===== src/rtl/power_seq_pkg.sv =====
// Shared types, defaults and sizing helper for the power sequencing controller.
package power_seq_pkg;

  typedef enum logic [1:0] {
    StOff       = 2'd0,
    StArming    = 2'd1,
    StOn        = 2'd2,
    StDisarming = 2'd3
  } pwr_state_e;

  localparam int unsigned HOLD_MS_DEF     = 1000;
  localparam int unsigned OFF_HOLD_MS_DEF = 1;
  localparam int unsigned IDLE_MS_DEF     = 10000;
  localparam int unsigned WARN_MS_DEF     = 3000;

  // Bits needed to hold values 0..max_val.
  function automatic int unsigned cnt_width(int unsigned max_val);
    return $clog2(max_val + 1);
  endfunction

  function automatic logic is_live(pwr_state_e s);
    return (s == StOn) || (s == StDisarming);
  endfunction

endpackage


===== src/rtl/power_seq_ctrl_if.sv =====
// Button/status bundle between the button-sync layer and the power sequencer.
interface power_seq_ctrl_if;
  logic       on_btn;
  logic       off_btn;
  logic       activity;
  logic       power;
  logic [1:0] state;
  logic       arm_busy;
  logic       idle_warn;
  logic       timeout_pulse;

  modport master (
    output on_btn, off_btn, activity,
    input  power, state, arm_busy, idle_warn, timeout_pulse
  );

  modport slave (
    input  on_btn, off_btn, activity,
    output power, state, arm_busy, idle_warn, timeout_pulse
  );
endinterface


===== src/rtl/hold_timer.sv =====
// Saturating consecutive-sample counter; done is high on the N-th consecutive
// high sample, after which the count restarts from 0.
module hold_timer #(
  parameter int unsigned N     = 1,
  parameter int unsigned CNT_W = 14
) (
  input  logic clk_ms,
  input  logic rst,
  input  logic sample,
  input  logic clear,
  output logic done
);

  localparam logic [CNT_W-1:0] Last = CNT_W'(N - 1);

  logic [CNT_W-1:0] cnt_q, cnt_d;

  assign done = sample && !clear && (cnt_q == Last);

  always_comb begin
    cnt_d = cnt_q;
    if (clear || !sample || done) begin
      cnt_d = '0;
    end else if (cnt_q != '1) begin
      cnt_d = cnt_q + 1'b1;
    end
  end

  always_ff @(posedge clk_ms or negedge rst) begin
    if (!rst) cnt_q <= '0;
    else      cnt_q <= cnt_d;
  end

endmodule


===== src/rtl/power_seq_ctrl.sv =====
// Hold-to-arm / hold-to-release power sequencer with re-arm lockout.
// Optional inactivity auto-shutdown enabled by defining POWER_SEQ_AUTO_OFF_EN.
module power_seq_ctrl
  import power_seq_pkg::*;
#(
  parameter int unsigned HOLD_MS     = HOLD_MS_DEF,
  parameter int unsigned OFF_HOLD_MS = OFF_HOLD_MS_DEF,
  parameter int unsigned IDLE_MS     = IDLE_MS_DEF,
  parameter int unsigned WARN_MS     = WARN_MS_DEF,
  parameter int unsigned CNT_W       = cnt_width(IDLE_MS_DEF)
) (
  input logic              clk_ms,
  input logic              rst,
  power_seq_ctrl_if.slave  bus
);

  pwr_state_e state_q, state_d;
  logic       lockout_q, lockout_d;
  logic       power_q;
  logic       on_done, off_done;
  logic       arm_ok;
  logic       auto_off;

  // On-hold counting only runs where a press may legally progress towards ON.
  assign arm_ok = ((state_q == StOff) && !lockout_q) || (state_q == StArming);

  hold_timer #(
    .N     (HOLD_MS),
    .CNT_W (CNT_W)
  ) u_on_timer (
    .clk_ms (clk_ms),
    .rst    (rst),
    .sample (bus.on_btn),
    .clear  (!arm_ok || bus.off_btn),
    .done   (on_done)
  );

  hold_timer #(
    .N     (OFF_HOLD_MS),
    .CNT_W (CNT_W)
  ) u_off_timer (
    .clk_ms (clk_ms),
    .rst    (rst),
    .sample (bus.off_btn),
    .clear  (!is_live(state_q)),
    .done   (off_done)
  );

`ifdef POWER_SEQ_AUTO_OFF_EN
  localparam logic [CNT_W-1:0] IdleLast  = CNT_W'(IDLE_MS - 1);
  localparam logic [CNT_W-1:0] WarnStart = CNT_W'(IDLE_MS - WARN_MS);

  logic [CNT_W-1:0] idle_q, idle_d;
  logic             quiet;
  logic             timeout_q;

  assign quiet    = !bus.activity && !bus.on_btn && !bus.off_btn;
  assign auto_off = is_live(state_q) && quiet && (idle_q == IdleLast);

  always_comb begin
    idle_d = '0;
    if (is_live(state_d) && quiet) begin
      idle_d = (idle_q != '1) ? idle_q + 1'b1 : idle_q;
    end
  end

  always_ff @(posedge clk_ms or negedge rst) begin
    if (!rst) begin
      idle_q    <= '0;
      timeout_q <= 1'b0;
    end else begin
      idle_q    <= idle_d;
      timeout_q <= auto_off;
    end
  end

  assign bus.idle_warn     = (idle_q >= WarnStart);
  assign bus.timeout_pulse = timeout_q;
`else
  localparam int unsigned unused_idle_cfg = IDLE_MS + WARN_MS;
  logic unused_activity;

  assign unused_activity   = bus.activity;
  assign auto_off          = 1'b0;
  assign bus.idle_warn     = 1'b0;
  assign bus.timeout_pulse = 1'b0;
`endif

  // Priority inside live states: off_btn, then auto-off; on_btn is ignored.
  always_comb begin
    state_d   = state_q;
    lockout_d = lockout_q;
    unique case (state_q)
      StOff: begin
        if (!bus.on_btn) begin
          lockout_d = 1'b0;
        end else if (!lockout_q && !bus.off_btn) begin
          if (on_done) begin
            state_d   = StOn;
            lockout_d = 1'b1;
          end else begin
            state_d = StArming;
          end
        end
      end
      StArming: begin
        if (!bus.on_btn || bus.off_btn) begin
          state_d = StOff;
        end else if (on_done) begin
          state_d   = StOn;
          lockout_d = 1'b1;
        end
      end
      StOn, StDisarming: begin
        if (bus.off_btn) begin
          if (off_done) begin
            state_d   = StOff;
            lockout_d = 1'b1;
          end else begin
            state_d = StDisarming;
          end
        end else if (auto_off) begin
          state_d   = StOff;
          lockout_d = 1'b0;
        end else begin
          state_d = StOn;
        end
      end
      default: state_d = StOff;
    endcase
  end

  always_ff @(posedge clk_ms or negedge rst) begin
    if (!rst) begin
      state_q   <= StOff;
      lockout_q <= 1'b0;
      power_q   <= 1'b0;
    end else begin
      state_q   <= state_d;
      lockout_q <= lockout_d;
      power_q   <= is_live(state_d);
    end
  end

  assign bus.power    = power_q;
  assign bus.state    = state_q;
  assign bus.arm_busy = (state_q == StArming);

endmodule


===== src/flat_wrapper.sv =====
// flat-port wrapper written by rule: the top's interface ports become plain ports
module power_seq_ctrl_flat import power_seq_pkg::*;
#(
  parameter int unsigned HOLD_MS     = HOLD_MS_DEF,
  parameter int unsigned OFF_HOLD_MS = OFF_HOLD_MS_DEF,
  parameter int unsigned IDLE_MS     = IDLE_MS_DEF,
  parameter int unsigned WARN_MS     = WARN_MS_DEF,
  parameter int unsigned CNT_W       = cnt_width(IDLE_MS_DEF)
)
  (clk_ms, rst, bus_on_btn, bus_off_btn, bus_activity, bus_power, bus_state, bus_arm_busy, bus_idle_warn, bus_timeout_pulse);
  power_seq_ctrl_if bus_i ();
  input logic clk_ms;
  input logic rst;
  input wire logic [$bits(bus_i.on_btn)-1:0] bus_on_btn;
  input wire logic [$bits(bus_i.off_btn)-1:0] bus_off_btn;
  input wire logic [$bits(bus_i.activity)-1:0] bus_activity;
  output wire logic [$bits(bus_i.power)-1:0] bus_power;
  output wire logic [$bits(bus_i.state)-1:0] bus_state;
  output wire logic [$bits(bus_i.arm_busy)-1:0] bus_arm_busy;
  output wire logic [$bits(bus_i.idle_warn)-1:0] bus_idle_warn;
  output wire logic [$bits(bus_i.timeout_pulse)-1:0] bus_timeout_pulse;
  assign bus_i.on_btn = bus_on_btn;
  assign bus_i.off_btn = bus_off_btn;
  assign bus_i.activity = bus_activity;
  assign bus_power = bus_i.power;
  assign bus_state = bus_i.state;
  assign bus_arm_busy = bus_i.arm_busy;
  assign bus_idle_warn = bus_i.idle_warn;
  assign bus_timeout_pulse = bus_i.timeout_pulse;
  power_seq_ctrl #(.HOLD_MS(HOLD_MS), .OFF_HOLD_MS(OFF_HOLD_MS), .IDLE_MS(IDLE_MS), .WARN_MS(WARN_MS), .CNT_W(CNT_W)) u_core (.clk_ms(clk_ms), .rst(rst), .bus(bus_i));
endmodule

===== config.mk =====
export PLATFORM = sky130hd
export DESIGN_NAME = power_seq_ctrl_flat
export DESIGN_NICKNAME = d
export VERILOG_FILES = /design/src/rtl/power_seq_pkg.sv /design/src/rtl/power_seq_ctrl_if.sv /design/src/rtl/hold_timer.sv /design/src/rtl/power_seq_ctrl.sv /design/src/flat_wrapper.sv
export SDC_FILE = /design/constraint.sdc
export NUM_CORES = 1
export LEC_CHECK = 0
export ABC_AREA = 1
export CORE_MARGIN = 2
export CORE_UTILIZATION = 45
export CTS_BUF_LIST = sky130_fd_sc_hd__clkbuf_4
export DETAILED_ROUTE_END_ITERATION = 10
export SETUP_SLACK_MARGIN = 0.02
export SLEW_MARGIN = 20
export SYNTH_ARGS = -nofsm -noshare
export SYNTH_HDL_FRONTEND = slang
export SYNTH_SLANG_ARGS = --single-unit

===== constraint.sdc =====
create_clock -name clk_ms -period 4.3 [get_ports clk_ms]
set_clock_uncertainty 0.15 [all_clocks]
set_input_delay 0.86 -clock clk_ms [delete_from_list [all_inputs] [get_ports clk_ms]]
set_output_delay 0.86 -clock clk_ms [all_outputs]
set_load 0.1 [all_outputs]

==> metrics.md <==
| Metric | Value |
|---|---|
| CTS hold repair buffers | 0 |
| Met3 Use GR | 4.91% |
| Initial antenna violation count | 0 |
| Final wirelength | 3860 µm |
| Max_cap viols | 0 |
| Clk slew on worst S/H paths | 0.10 ns |
| Tmin final | 3.18 ns |
| Chip width | 69.9 µm |
| Dpl cells | 308 |
| Syn Inst Count | 254 |
| Setup TNS | 0 ns |
| GR Layer Usage met1 | 27.8% |
| Vias in the first global route | 1527 |
| Crit share post-route | 74.1% |
| Yosys warns | 0 |
| DP Area | 2060 µm² |
| Crit path capture type | output pin |
| Worst Setup Path Type | flip-flop to output pin |
| Initial Util | 47.8% |
| Total track usage | 18.5% |
| Final instance area | 2140 µm² |
| Crit-path max FO | 9 |
| Comb pwr share | 6.4% |
| Nets | 273 |
| Avg Inst Size Synth | 7.69 µm² |
| Total leakage power | 1.02 nW |
| Sequential share of power | 52.5% |
| Net Switching | 140 µW |
| GR peak layer | met1 |
| Post-route non-filler standard cell count | 316 |
| IO buf count | 7 |
| Worst vdd ir | 0.000134 V |
| Slew at the pin closest to its max-slew limit | 0.967 ns |
| Latest clock arrival within the worst-skew pair | 0.35 ns |
| Startpoint types | flip-flop |
| Post-DR vias/cell | 5.06 |
| Final Hold Viols | 0 |
| CTS tree | yes |
| RePlAce Congestion | 0.843 |
| Hold Path Class | flip-flop to flip-flop |
| Die extent in y | 69.9 µm |
| Clock buffers created by TritonCTS | 5 |
| Fraction of layout cells with a size suffix above 1 | 9.77% |
| Net Sw Frac | 24.2% |
| Max clock buf depth | 2 |
| DRC Markers | 0 |
| Clock share of power | 41.1% |
| WP data required | 3.29 ns |
| Max Slew Vio Count | 0 |
| Wire length of the first global-routing pass | 7190 µm |
| Data arrival, critical path | 2.17 ns |
| Setup bufs post-CTS | 0 |
| F_max | 314 MHz |
| DR vias | 1598 |
| Die area | 4880 µm² |
| H-tree depth | 2 |
| GRT overflow | 0 |
| Sequential-to-total area share from yosys stat | 41.0% |
| Synthesized cell area | 1950 µm² |
| RSZ-0062 raised after global routing | false |
| Fin util | 52.3% |
| Slew margin rel. | 35.3% |
| Routed Antenna Nets | 0 |
| Core Box Area | 4090 µm² |
| Clk sinks | 32 |
| Synth cell types | 28 |
| # rows | 23 |
| Io pins | 11 |
| Final setup viols | 0 |
| Internal power | 439 µW |
| CTS root buffer | clkbuf_4 |
| Synth Register Bits | 32 |
| Post-detail-place hpwl | 2850 µm |
| Pwr per Cell Area | 271 nW/µm² |
| TritonRoute pass-1 iters | 4 |
| DRT iter0 DRCs | 102 |
| Tot Pwr | 579 µW |
| Largest net degree at the start of global routing | 33 |
| Routed len/inst | 12.2 µm |
| Post-cts sizing count | 0 |
| Area growth, synth to finish | 9.48% |
| GRT met2 Usage | 26.0% |
| N_diodes | 0 |
| Outcome | finished, final reports clean |
==> per-layer routing <==
layer,vias up,part of all wire (%)
li1,838,-
met1,726,54
met2,28,40
met3,6,4.6
met4,0,1.4
met5,-,0
==> power by group through the flow <==
stage               clock network [mW]  logic (mW)  registers (mW)
finish                           0.238      0.0370           0.304
global route                     0.255      0.0407           0.304
CTS                              0.247      0.0378           0.304
detailed placement                   0      0.0377           0.310
global placement                     0      0.0376           0.310
floorplan                            0      0.0213           0.313
==> worst paths after layout <==
path / start / end / slack (ns) / cells after the start
min reg2reg: u_core.lockout_q / u_core.lockout_q / 0.41 / 2
max: u_core.bus.state[1] / bus_arm_busy / 1.12 / 2
min: u_core.lockout_q / u_core.lockout_q / 0.41 / 2
max in group asynchronous: rst / u_core.u_off_timer.cnt_q[5] / 2.96 / 2
max reg2reg: u_core.u_on_timer.cnt_q[0] / u_core.u_on_timer.cnt_q[0] / 2.39 / 7
min in group asynchronous: rst / u_core.u_off_timer.cnt_q[13] / 0.75 / 2
==> critical path: stages (launching register included) <==
cell	delay (ns)
dfrtp_1	0.48
nor2_1	0.19
clkdlybuf4s50_1	1.15
==> sequential cells by signal (all words and copies together), names as in the netlist <==
name,cells
u_core.u_on_timer.cnt_q,14
u_core.bus.state,2
u_core.u_off_timer.cnt_q,14
u_core.lockout_q,1
u_core.bus.power,1
==> placed cells by master (no fill, tap or decap) <==
master / netlist / final
ha_1: 3 / 3
or2_2: 1 / 1
nor3_4: 1 / 1
dfrtp_1: 32 / 32
buf_4: 3 / 1
a21boi_4: 1 / 1
nor2_2: 1 / 1
nor3_2: 3 / 3
clkbuf_4: 0 / 6
a21oi_1: 10 / 10
nand2_1: 62 / 62
o21ai_0: 9 / 9
clkdlybuf4s50_1: 0 / 7
nor3_1: 10 / 10
nand4_4: 1 / 1
bufinv_16: 0 / 1
conb_1: 1 / 2
xnor2_1: 4 / 4
nor2_1: 24 / 24
inv_2: 4 / 4
nand3_4: 1 / 1
o211ai_1: 2 / 2
nand3_1: 26 / 26
o21bai_1: 1 / 1
nand4_1: 8 / 8
nor2_4: 1 / 1
xor2_1: 11 / 11
inv_1: 29 / 29
nand2_2: 3 / 3
clkinv_2: 0 / 1
==> per-stage QoR <==
stage | worst slack, ns | hold WS [ns]
2_1_floorplan | 0.912 | 0.341
3_3_place_gp | 1.50 | 0.387
3_5_place_dp | 1.49 | 0.395
4_1_cts | 1.09 | 0.419
5_1_grt | 0.997 | 0.475
6_report | 1.12 | 0.412
==> cells in the mapped netlist <==
| library cell | instances | area share [%] |
|---|---|---|
| nand2_1 | 62 | 12 |
| dfrtp_1 | 32 | 41 |
| inv_1 | 29 | 5.6 |
| nand3_1 | 26 | 6.7 |
| nor2_1 | 24 | 4.6 |
| xor2_1 | 11 | 4.9 |
| a21oi_1 | 10 | 2.6 |
| nor3_1 | 10 | 2.6 |
| o21ai_0 | 9 | 2.3 |
| nand4_1 | 8 | 2.6 |
| inv_2 | 4 | 0.77 |
| xnor2_1 | 4 | 1.8 |
| buf_4 | 3 | 1.2 |
| ha_1 | 3 | 1.9 |
| nand2_2 | 3 | 0.96 |
| nor3_2 | 3 | 1.5 |
| o211ai_1 | 2 | 0.77 |
| a21boi_4 | 1 | 0.96 |
| buf_2 | 1 | 0.26 |
| buf_6 | 1 | 0.58 |
| conb_1 | 1 | 0.19 |
| nand3_4 | 1 | 0.90 |
| nand4_4 | 1 | 1.1 |
| nor2_2 | 1 | 0.32 |
| nor2_4 | 1 | 0.58 |
| nor3_4 | 1 | 0.83 |
| o21bai_1 | 1 | 0.38 |
| or2_2 | 1 | 0.32 |
==> cell families (layout without fill, tap and decap cells) <==
family | after synthesis | after routing | synth area share [%]
xor+xnor | 15 | 15 | 6.73
fa+ha+maj | 3 | 3 | 1.92
compound gates | 23 | 23 | 6.98
flops | 32 | 32 | 41.0
simple gates | 142 | 142 | 34.9
other cells | 1 | 2 | 0.192
buf+inv | 38 | 49 | 8.33
==> layout make-up <==
class / instances / area [µm²]
Sequential cell: 32 / 801
Multi-Input combinational cell: 185 / 993
Inverter: 33 / 124
Fill cell: 391 / 1950
Tap cell: 50 / 62.6
Clock inverter: 2 / 35.0
Timing Repair Buffer: 8 / 77.6
Clock buffer: 6 / 45.0
Power figures use the tool's default switching activity.
